==> src/rtl/riscv_rsb.sv <==
// Return stack buffer: circular stack of return addresses with checkpoint/restore
// for mispredict recovery and saturating overflow/underflow statistics.
module riscv_rsb #(
  parameter int ADDR_WIDTH = 32,
  parameter int DEPTH      = 16,
  parameter int CNT_WIDTH  = 16,
  localparam int PTR_W     = $clog2(DEPTH),
  localparam int CNTW      = $clog2(DEPTH + 1)
) (
  input  logic                  clk_i,
  input  logic                  rst_ni,
  input  logic                  push_i,
  input  logic [ADDR_WIDTH-1:0] push_addr_i,
  input  logic                  pop_i,
  input  logic                  flush_i,
  input  logic                  restore_i,
  input  logic [PTR_W-1:0]      restore_ptr_i,
  input  logic [CNTW-1:0]       restore_cnt_i,
  output logic                  pred_valid_o,
  output logic [ADDR_WIDTH-1:0] pred_addr_o,
  output logic [PTR_W-1:0]      ckpt_ptr_o,
  output logic [CNTW-1:0]       ckpt_cnt_o,
  output logic [CNT_WIDTH-1:0]  overflow_cnt_o,
  output logic [CNT_WIDTH-1:0]  underflow_cnt_o
);

  localparam logic [CNTW-1:0] FULL_CNT = CNTW'(DEPTH);

  logic [ADDR_WIDTH-1:0] entry_r [DEPTH];
  logic [PTR_W-1:0]      tos_r;
  logic [CNTW-1:0]       cnt_r;
  logic [CNT_WIDTH-1:0]  ovf_r;
  logic [CNT_WIDTH-1:0]  unf_r;

  logic [PTR_W-1:0]      tos_n_s;
  logic [CNTW-1:0]       cnt_n_s;
  logic                  wr_en_s;
  logic [PTR_W-1:0]      wr_idx_s;
  logic                  ovf_inc_s;
  logic                  unf_inc_s;

  // Command decode: restore beats flush beats push/pop.
  always_comb begin
    tos_n_s   = tos_r;
    cnt_n_s   = cnt_r;
    wr_en_s   = 1'b0;
    wr_idx_s  = tos_r;
    ovf_inc_s = 1'b0;
    unf_inc_s = 1'b0;
    if (restore_i) begin
      tos_n_s = restore_ptr_i;
      cnt_n_s = (restore_cnt_i > FULL_CNT) ? FULL_CNT : restore_cnt_i;
    end else if (flush_i) begin
      cnt_n_s = {CNTW{1'b0}};
    end else if (push_i && pop_i && (cnt_r != {CNTW{1'b0}})) begin
      // Co-routine swap: replace the top in place.
      wr_en_s  = 1'b1;
      wr_idx_s = tos_r;
    end else if (push_i) begin
      wr_en_s  = 1'b1;
      wr_idx_s = tos_r + PTR_W'(1);
      tos_n_s  = tos_r + PTR_W'(1);
      if (cnt_r == FULL_CNT) begin
        ovf_inc_s = 1'b1;
      end else begin
        cnt_n_s = cnt_r + CNTW'(1);
      end
    end else if (pop_i) begin
      if (cnt_r != {CNTW{1'b0}}) begin
        tos_n_s = tos_r - PTR_W'(1);
        cnt_n_s = cnt_r - CNTW'(1);
      end else begin
        unf_inc_s = 1'b1;
      end
    end else begin
      tos_n_s = tos_r;
    end
  end

  // Pointer, occupancy and saturating statistics registers.
  always_ff @(posedge clk_i or negedge rst_ni) begin
    if (!rst_ni) begin
      tos_r <= {PTR_W{1'b0}};
      cnt_r <= {CNTW{1'b0}};
      ovf_r <= {CNT_WIDTH{1'b0}};
      unf_r <= {CNT_WIDTH{1'b0}};
    end else begin
      tos_r <= tos_n_s;
      cnt_r <= cnt_n_s;
      if (ovf_inc_s && (ovf_r != {CNT_WIDTH{1'b1}})) begin
        ovf_r <= ovf_r + CNT_WIDTH'(1);
      end
      if (unf_inc_s && (unf_r != {CNT_WIDTH{1'b1}})) begin
        unf_r <= unf_r + CNT_WIDTH'(1);
      end
    end
  end

  // Return address storage.
  always_ff @(posedge clk_i or negedge rst_ni) begin
    if (!rst_ni) begin
      for (int i = 0; i < DEPTH; i++) begin
        entry_r[i] <= {ADDR_WIDTH{1'b0}};
      end
    end else if (wr_en_s) begin
      entry_r[wr_idx_s] <= push_addr_i;
    end
  end

  assign pred_valid_o    = (cnt_r != {CNTW{1'b0}});
  assign pred_addr_o     = entry_r[tos_r];
  assign ckpt_ptr_o      = tos_r;
  assign ckpt_cnt_o      = cnt_r;
  assign overflow_cnt_o  = ovf_r;
  assign underflow_cnt_o = unf_r;

endmodule

==> config.mk <==
export PLATFORM = sky130hd
export DESIGN_NAME = riscv_rsb
export DESIGN_NICKNAME = d
export VERILOG_FILES = /design/src/rtl/riscv_rsb.sv
export SDC_FILE = /design/constraint.sdc
export NUM_CORES = 1
export LEC_CHECK = 0
export BUFFER_PORTS_ARGS = -buffer_cell sky130_fd_sc_hd__buf_4
export CAP_MARGIN = 10
export CORE_ASPECT_RATIO = 1.5
export CORE_UTILIZATION = 65
export CTS_CLUSTER_DIAMETER = 150
export DETAILED_ROUTE_END_ITERATION = 10
export GPL_ROUTABILITY_DRIVEN = 0
export GPL_TIMING_DRIVEN = 0
export PLACE_DENSITY = 0.84
export SETUP_SLACK_MARGIN = 0.2
export SLEW_MARGIN = 30
export SYNTH_ARGS = -nofsm -noshare
export SYNTH_HDL_FRONTEND = slang
export SYNTH_SLANG_ARGS = --single-unit
==> constraint.sdc <==
create_clock -name clk_i -period 8.4 [get_ports clk_i]
set_clock_uncertainty 0.1 [all_clocks]
set_input_delay 0.42 -clock clk_i [delete_from_list [all_inputs] [get_ports clk_i]]
set_output_delay 0.42 -clock clk_i [all_outputs]
set_load 0.1 [all_outputs]
==> results of run 1 <==
## cell type report
type	instances	area, sq um
inverters	5	18.8
clock buffers	75	1520
multi-input cells	891	11000
flip-flops and latches	553	13800
fillers	2283	9510
clock inverters	17	156
repair buffers	133	1180
plain buffers	126	737
well taps	495	619
## per-layer routing
layer | GRT usage [%] | wire length, um
met5 | 0 | 16
met4 | 13.5 | 2450
met3 | 4.09 | 2290
met2 | 55.1 | 31700
met1 | 39.3 | 23000
## worst register-to-register path, stage by stage, from the launching register on
cell and delay (ps):
dfrtp_1 440, or4_1 530, buf_2 200, o21ai_2 310
nand3_1 290, a21oi_2 620, buf_2 480, mux2_2 390
## registers in the layout, indices dropped and copies added (netlist names)
signal / flops
entry_r: 512
overflow_cnt_o: 16
underflow_cnt_o: 16
ckpt_cnt_o: 5
ckpt_ptr_o: 4
## through the flow
step,cell area (sq um),instances
after detailed placement,27300,2198
after global placement,27100,2190
after CTS,29000,2295
after floorplan,25500,1575
final,29000,2295
after global routing,29000,2295
## worst paths after layout
path,start,end,slack [ps],cells past startpoint
min,push_addr_i[13],entry_r[13]$_DFFE_PN0P_,20,2
min reg2reg,entry_r[416]$_DFFE_PN0P_,entry_r[416]$_DFFE_PN0P_,390,1
min in group asynchronous,rst_ni,entry_r[507]$_DFFE_PN0P_,240,2
max reg2reg,ckpt_cnt_o[1]$_DFFE_PN0P_,entry_r[434]$_DFFE_PN0P_,4930,7
max in group asynchronous,rst_ni,entry_r[14]$_DFFE_PN0P_,5890,7
max,ckpt_ptr_o[1]$_DFFE_PN0P_,pred_addr_o[20],3890,6
## cell families (layout without fill, tap and decap cells)
| group | Yosys count | count (layout) | share of synthesized area, % |
|---|---|---|---|
| muxes | 681 | 681 | 37.1 |
| DFF | 553 | 553 | 54.2 |
| buffers and inverters | 131 | 356 | 2.90 |
| and+or+nand+nor | 110 | 110 | 2.45 |
| AOI/OAI and AO/OA | 57 | 57 | 1.78 |
| xor gates and xnor gates | 35 | 35 | 1.20 |
| adders and majority gates | 8 | 8 | 0.421 |
## synth_stat cells, types with 2 or more instances
cell type    n
inv_1        4
a21oi_1     19
nor3_1       9
and3_1      15
and4_1       9
mux2_2     507
or2_2        2
xor2_1      16
clkbuf_1    58
o21bai_2     4
nand2b_1     3
dfrtp_1    553
mux4_2     160
nor2b_1      2
a21o_1       2
nor3b_1      3
buf_6       25
nand2_1     19
o21ai_0      4
a21oi_2      4
o211ai_1     2
a311o_1      2
xnor2_1     19
buf_4        9
nor2_1      20
mux2i_1      7
ha_1         7
buf_1       13
a22oi_1      3
a31oi_1      4
o311ai_4     2
nand4_1     11
mux2_1       7
nand3_1      6
buf_2       21
or4_1        3
## report_power, final
group | total [mW] | switching, mW | internal, mW
Sequential | 3.96 | 0.442 | 3.52
Combinational | 2.90 | 1.53 | 1.37
Clock | 2.32 | 1.01 | 1.31
Total | 9.18 | 2.98 | 6.19
## timing repair
item | CTS | global route
gates resized for setup | 0 | 0
hold buffers | 5 | 0
endpoints found under the hold margin | 53 | 0
==> reports/qor.yml, run 1 <==
clk_path_buf_depth: 3
synthArstFlopShare_pct: 100
die_h_um: 245
avgRoutedWirePerCell_um: 25.9
globalRouteOverflowTotal: 0
finalSetupViolCount: 0
synth_top_area_cell: "dfrtp_1"
synth_top_cell_area_share_pct: 54.2
io_pins: 121
synth_cells: 1575
grt_max_degree: 89
vias_per_cell: 6.46
final_cell_mix: "dfrtp_1 (553), mux2_2 (507), mux4_2 (160)"
total_power_mw: 9.18
relSlewSlack_pct: 29.6
insertion_delay_ps: 570
period_share_pct: 53.7
syn_avg_cell_area_sq_um: 16.2
ant_nets: 0
dp_slack_ps: 4560
n_antenna_cell: 0
place_hpwl_um: 40100
vias: 14800
cts_buffers: 50
num-nets-final: 1815
ys.flop_type: "dfrtp_1"
grt_pass1_wl_um: 93900
min_period_ps: 4510
worstSetupStartpointType: "flip-flop"
finalSetupTns_ps: 0
cp_cell_sequence: "clkbuf_1, clkbuf_1, clkbuf_1, mux4_2, mux4_2, buf_4"
synth.area.top_cells: "dfrtp_1 (54%), mux2_2 (22%), mux4_2 (14%)"
timing.fmax_ghz: 0.222
dieWidth_um: 164
core-area_sq_um: 38500
cts_setup_buffers: 0
htreeDepth: 2
drtIter0Drc: 871
cts.sinks: 553
crit_arrival_ps: 3990
drc: 0
start_util_pct: 66.3
critPathMaxFanout: 10
synth_edf_count: 0
crit_family: "buffers and inverters"
root_buffer: "clkbuf_16"
whs_ps: 19.5
rows: 88
yosysWarnings: 0
cts_tree: "yes"
hold_class: "in2reg"
critPathBufInv: 4
p_leak_nw: 13.5
final_common_cell: "dfrtp_1"
cp-end-kind: "primary output"
crit_required_ps: 7880
cap_violations: 0
synth.yosys.seq_area_share_pct: 54.2
rsz0062_at_grt: "false"
synth_cell_types: 57
drv_slew: 0
finalHoldViolCount: 0
crit_slowest_cell: "clkbuf_1"
drt_first_pass_iters: 5
syn_nets: 1630
worst_pin_slew_ps: 1060
power_density_nw_per_um2: 316
final_util_pct: 75.3
setup_ws_ps: 3890
outcome: "finished, final reports clean"
slowest_delay_ps: 770
dieArea_sq_um: 40100
grt_usage_pct: 31.5
wl_um: 59500
cp_common_cell: "clkbuf_1"
peakVddDrop_v: 0.000323
clkTransAtPathRegs_ps: 60
area_growth_pct: 13.7
synth-seq-cells: 553
layout-drive-gt1-share_pct: 53.7
antenna_found_initial: 1
grt_pass1_vias: 16400
critPathKind: "reg2out"
io_buffers: 120
syn-cell-area_sq_um: 25500
Power figures use the tool's default switching activity.
==> run 2: changes to the inputs <==
CORE_UTILIZATION = 56   (was 65)
PLACE_DENSITY = 0.77   (was 0.84)
clock period = 4.1 ns   (was 8.4 ns; I/O delays follow)
==> run 2 against run 1 <==
Cell area is 2.4% higher. Clock power is 120% higher. Sequential cell count stayed put. Core utilization is 9.2 points lower. Sequential power is 100% higher. Routed wire length is 0.91% higher. First-iteration DRC count is 12% lower. Clock-buffer cell count stayed put. Via count hardly changed. Register-to-register slack worse by 4300 ps.
==> reports/qor.yml, run 2 (synthesis results as in run 1) <==
slowest_delay_ps: 580  # -190 ps
place_hpwl_um: 39900  # -0.42%
globalRouteOverflowTotal: 0  # unchanged
root_buffer: "clkbuf_16"
cts_buffers: 52  # +4.0%
cap_violations: 0  # unchanged
vias_per_cell: 6.11  # -5.4%
cp-end-kind: "primary output"
num-nets-final: 1856  # +2.3%
antenna_found_initial: 0  # -1
period_share_pct: 92.4
drt_first_pass_iters: 4  # -1
cts_tree: "yes"
rsz0062_at_grt: "true"
crit_slowest_cell: "mux4_2"
io_buffers: 120  # unchanged
critPathMaxFanout: 10  # unchanged
timing.fmax_ghz: 0.264
hold_class: "in2async"
wl_um: 60000  # +0.91%
worst_pin_slew_ps: 966  # -90.9 ps
vias: 14800  # -0.034%
setup_ws_ps: 310  # -3580 ps
grt_pass1_vias: 16200  # -1.1%
drtIter0Drc: 763  # -12%
critPathBufInv: 4  # unchanged
clkTransAtPathRegs_ps: 70  # about the same
drv_slew: 0  # unchanged
final_cell_mix: "dfrtp_1 (553), mux2_2 (507), mux4_2 (160)"
cts.sinks: 553  # unchanged
drc: 0  # unchanged
n_antenna_cell: 0  # unchanged
total_power_mw: 19.2  # +110%
clk_path_buf_depth: 3  # unchanged
insertion_delay_ps: 580  # about the same
top_register: "entry_r"
relSlewSlack_pct: 35.6  # +6.1 points
ant_nets: 0  # unchanged
htreeDepth: 2  # unchanged
peakVddDrop_v: 0.000502  # +55%
io_pins: 121  # unchanged
grt_pass1_wl_um: 94900  # +1.1%
cp_cell_sequence: "clkbuf_2, buf_2, buf_2, mux4_2, mux4_2, buf_4"
layout-drive-gt1-share_pct: 53.2  # -0.55 points
dp_slack_ps: 340  # -4220 ps
outcome: "finished, final reports clean"
finalNonFillerCells: 2425  # +5.7%
grt_usage_pct: 27.1  # -4.4 points
critPathKind: "reg2out"
placed_area_sq_um: 27400  # +0.39%
core-area_sq_um: 44900  # +17%
rows: 95  # +8.0%
largest_reg_flops: 512  # unchanged
dieWidth_um: 176  # +7.6%
finalHoldViolCount: 0  # unchanged
dieArea_sq_um: 46500  # +16%
final_util_pct: 66.1  # -9.2 points
start_util_pct: 56.8  # -9.4 points
p_leak_nw: 13.8  # +1.9%
avgRoutedWirePerCell_um: 24.7  # -4.5%
power_density_nw_per_um2: 646  # +100%
die_h_um: 264  # +7.7%
final_common_cell: "dfrtp_1"
min_period_ps: 3790
worstSetupStartpointType: "flip-flop"
crit_family: "buffers and inverters"
crit_arrival_ps: 3480  # -510 ps
final_area_sq_um: 29700  # +2.4%
grt_max_degree: 92  # +3.4%
dp_cells: 2285  # +4.0%
crit_required_ps: 3800  # -4080 ps
area_growth_pct: 16.4
finalSetupViolCount: 0  # unchanged
==> run 2: cell count changes in the layout (fill, tap and decap cells not counted), moves of 2 or more <==
cell           previous run  this run
dlygate4sd3_1             5        43
clkbuf_1                 65        58
clkbuf_8                 17        10
clkbuf_2                  2        12
bufinv_16                 2         8
inv_6                     0         2
clkinvlp_4                0         2
clkinv_2                 12         8
clkbuf_16                50        53
==> run 2: report_power, final <==
part           internal, mW  switching, mW  leakage [nW]
registers              7.20          0.888          7.35
logic                  2.83           3.14          5.56
clock network          3.06           2.06         0.897
==> run 2: timing repair <==
item	CTS	global route
setup buffers	0	0
gates resized for setup	10	16
endpoints found under the hold margin	299	0
setup endpoints to repair	32	31
hold buffers	44	0
==> run 2: worst paths after layout <==
path	startpoint	to	slack [ps]	cells after the start
hold / removal	rst_ni	entry_r[412]$_DFFE_PN0P_	60	3
max in group asynchronous	rst_ni	entry_r[463]$_DFFE_PN0P_	1570	8
setup reg to reg	ckpt_cnt_o[0]$_DFFE_PN0P_	entry_r[24]$_DFFE_PN0P_	600	7
hold reg to reg	entry_r[416]$_DFFE_PN0P_	entry_r[416]$_DFFE_PN0P_	380	1
setup / recovery	ckpt_ptr_o[0]$_DFFE_PN0P_	pred_addr_o[30]	310	6
min in group clk_i	restore_i	ckpt_cnt_o[0]$_DFFE_PN0P_	60	5
==> run 2: per-layer routing <==
| metal | GRT usage, % | share of wire (%) | vias up |
|---|---|---|---|
| met5 | 0 | 0 | - |
| met4 | 9.83 | 3.6 | 0 |
| met1 | 35.2 | 40 | 7963 |
| li1 | - | - | 6377 |
| met3 | 4.43 | 4.6 | 120 |
| met2 | 46.0 | 52 | 363 |
==> run 2: cell type report <==
| class | instances | area (sq um) |
|---|---|---|
| fillers | 3140 | 15200 |
| flip-flops and latches | 553 | 13800 |
| multi-input cells | 891 | 11000 |
| repair buffers | 172 | 1580 |
| clock buffers | 75 | 1510 |
| plain buffers | 126 | 754 |
| well taps | 582 | 728 |
| clock inverters | 21 | 322 |
| inverters | 5 | 18.8 |
==> run 2: worst register-to-register path, cell delays in order, from the launching register on <==
cell and delay (ps):
dfrtp_1 460, or4_1 540, buf_2 210, o21ai_2 290, o211ai_1 270, a21oi_1 830
buf_6 320, mux2_2 370
==> run 2: metrics by stage <==
| step | TNS (ps) | hold WS (ps) |
|---|---|---|
| floorplan | 0 | -191 |
| global placement | -1524680 | 331 |
| detailed placement | 0 | -29.9 |
| CTS | 0 | 25.3 |
| global route | 0 | 65.4 |
| finish | 0 | 60.3 |
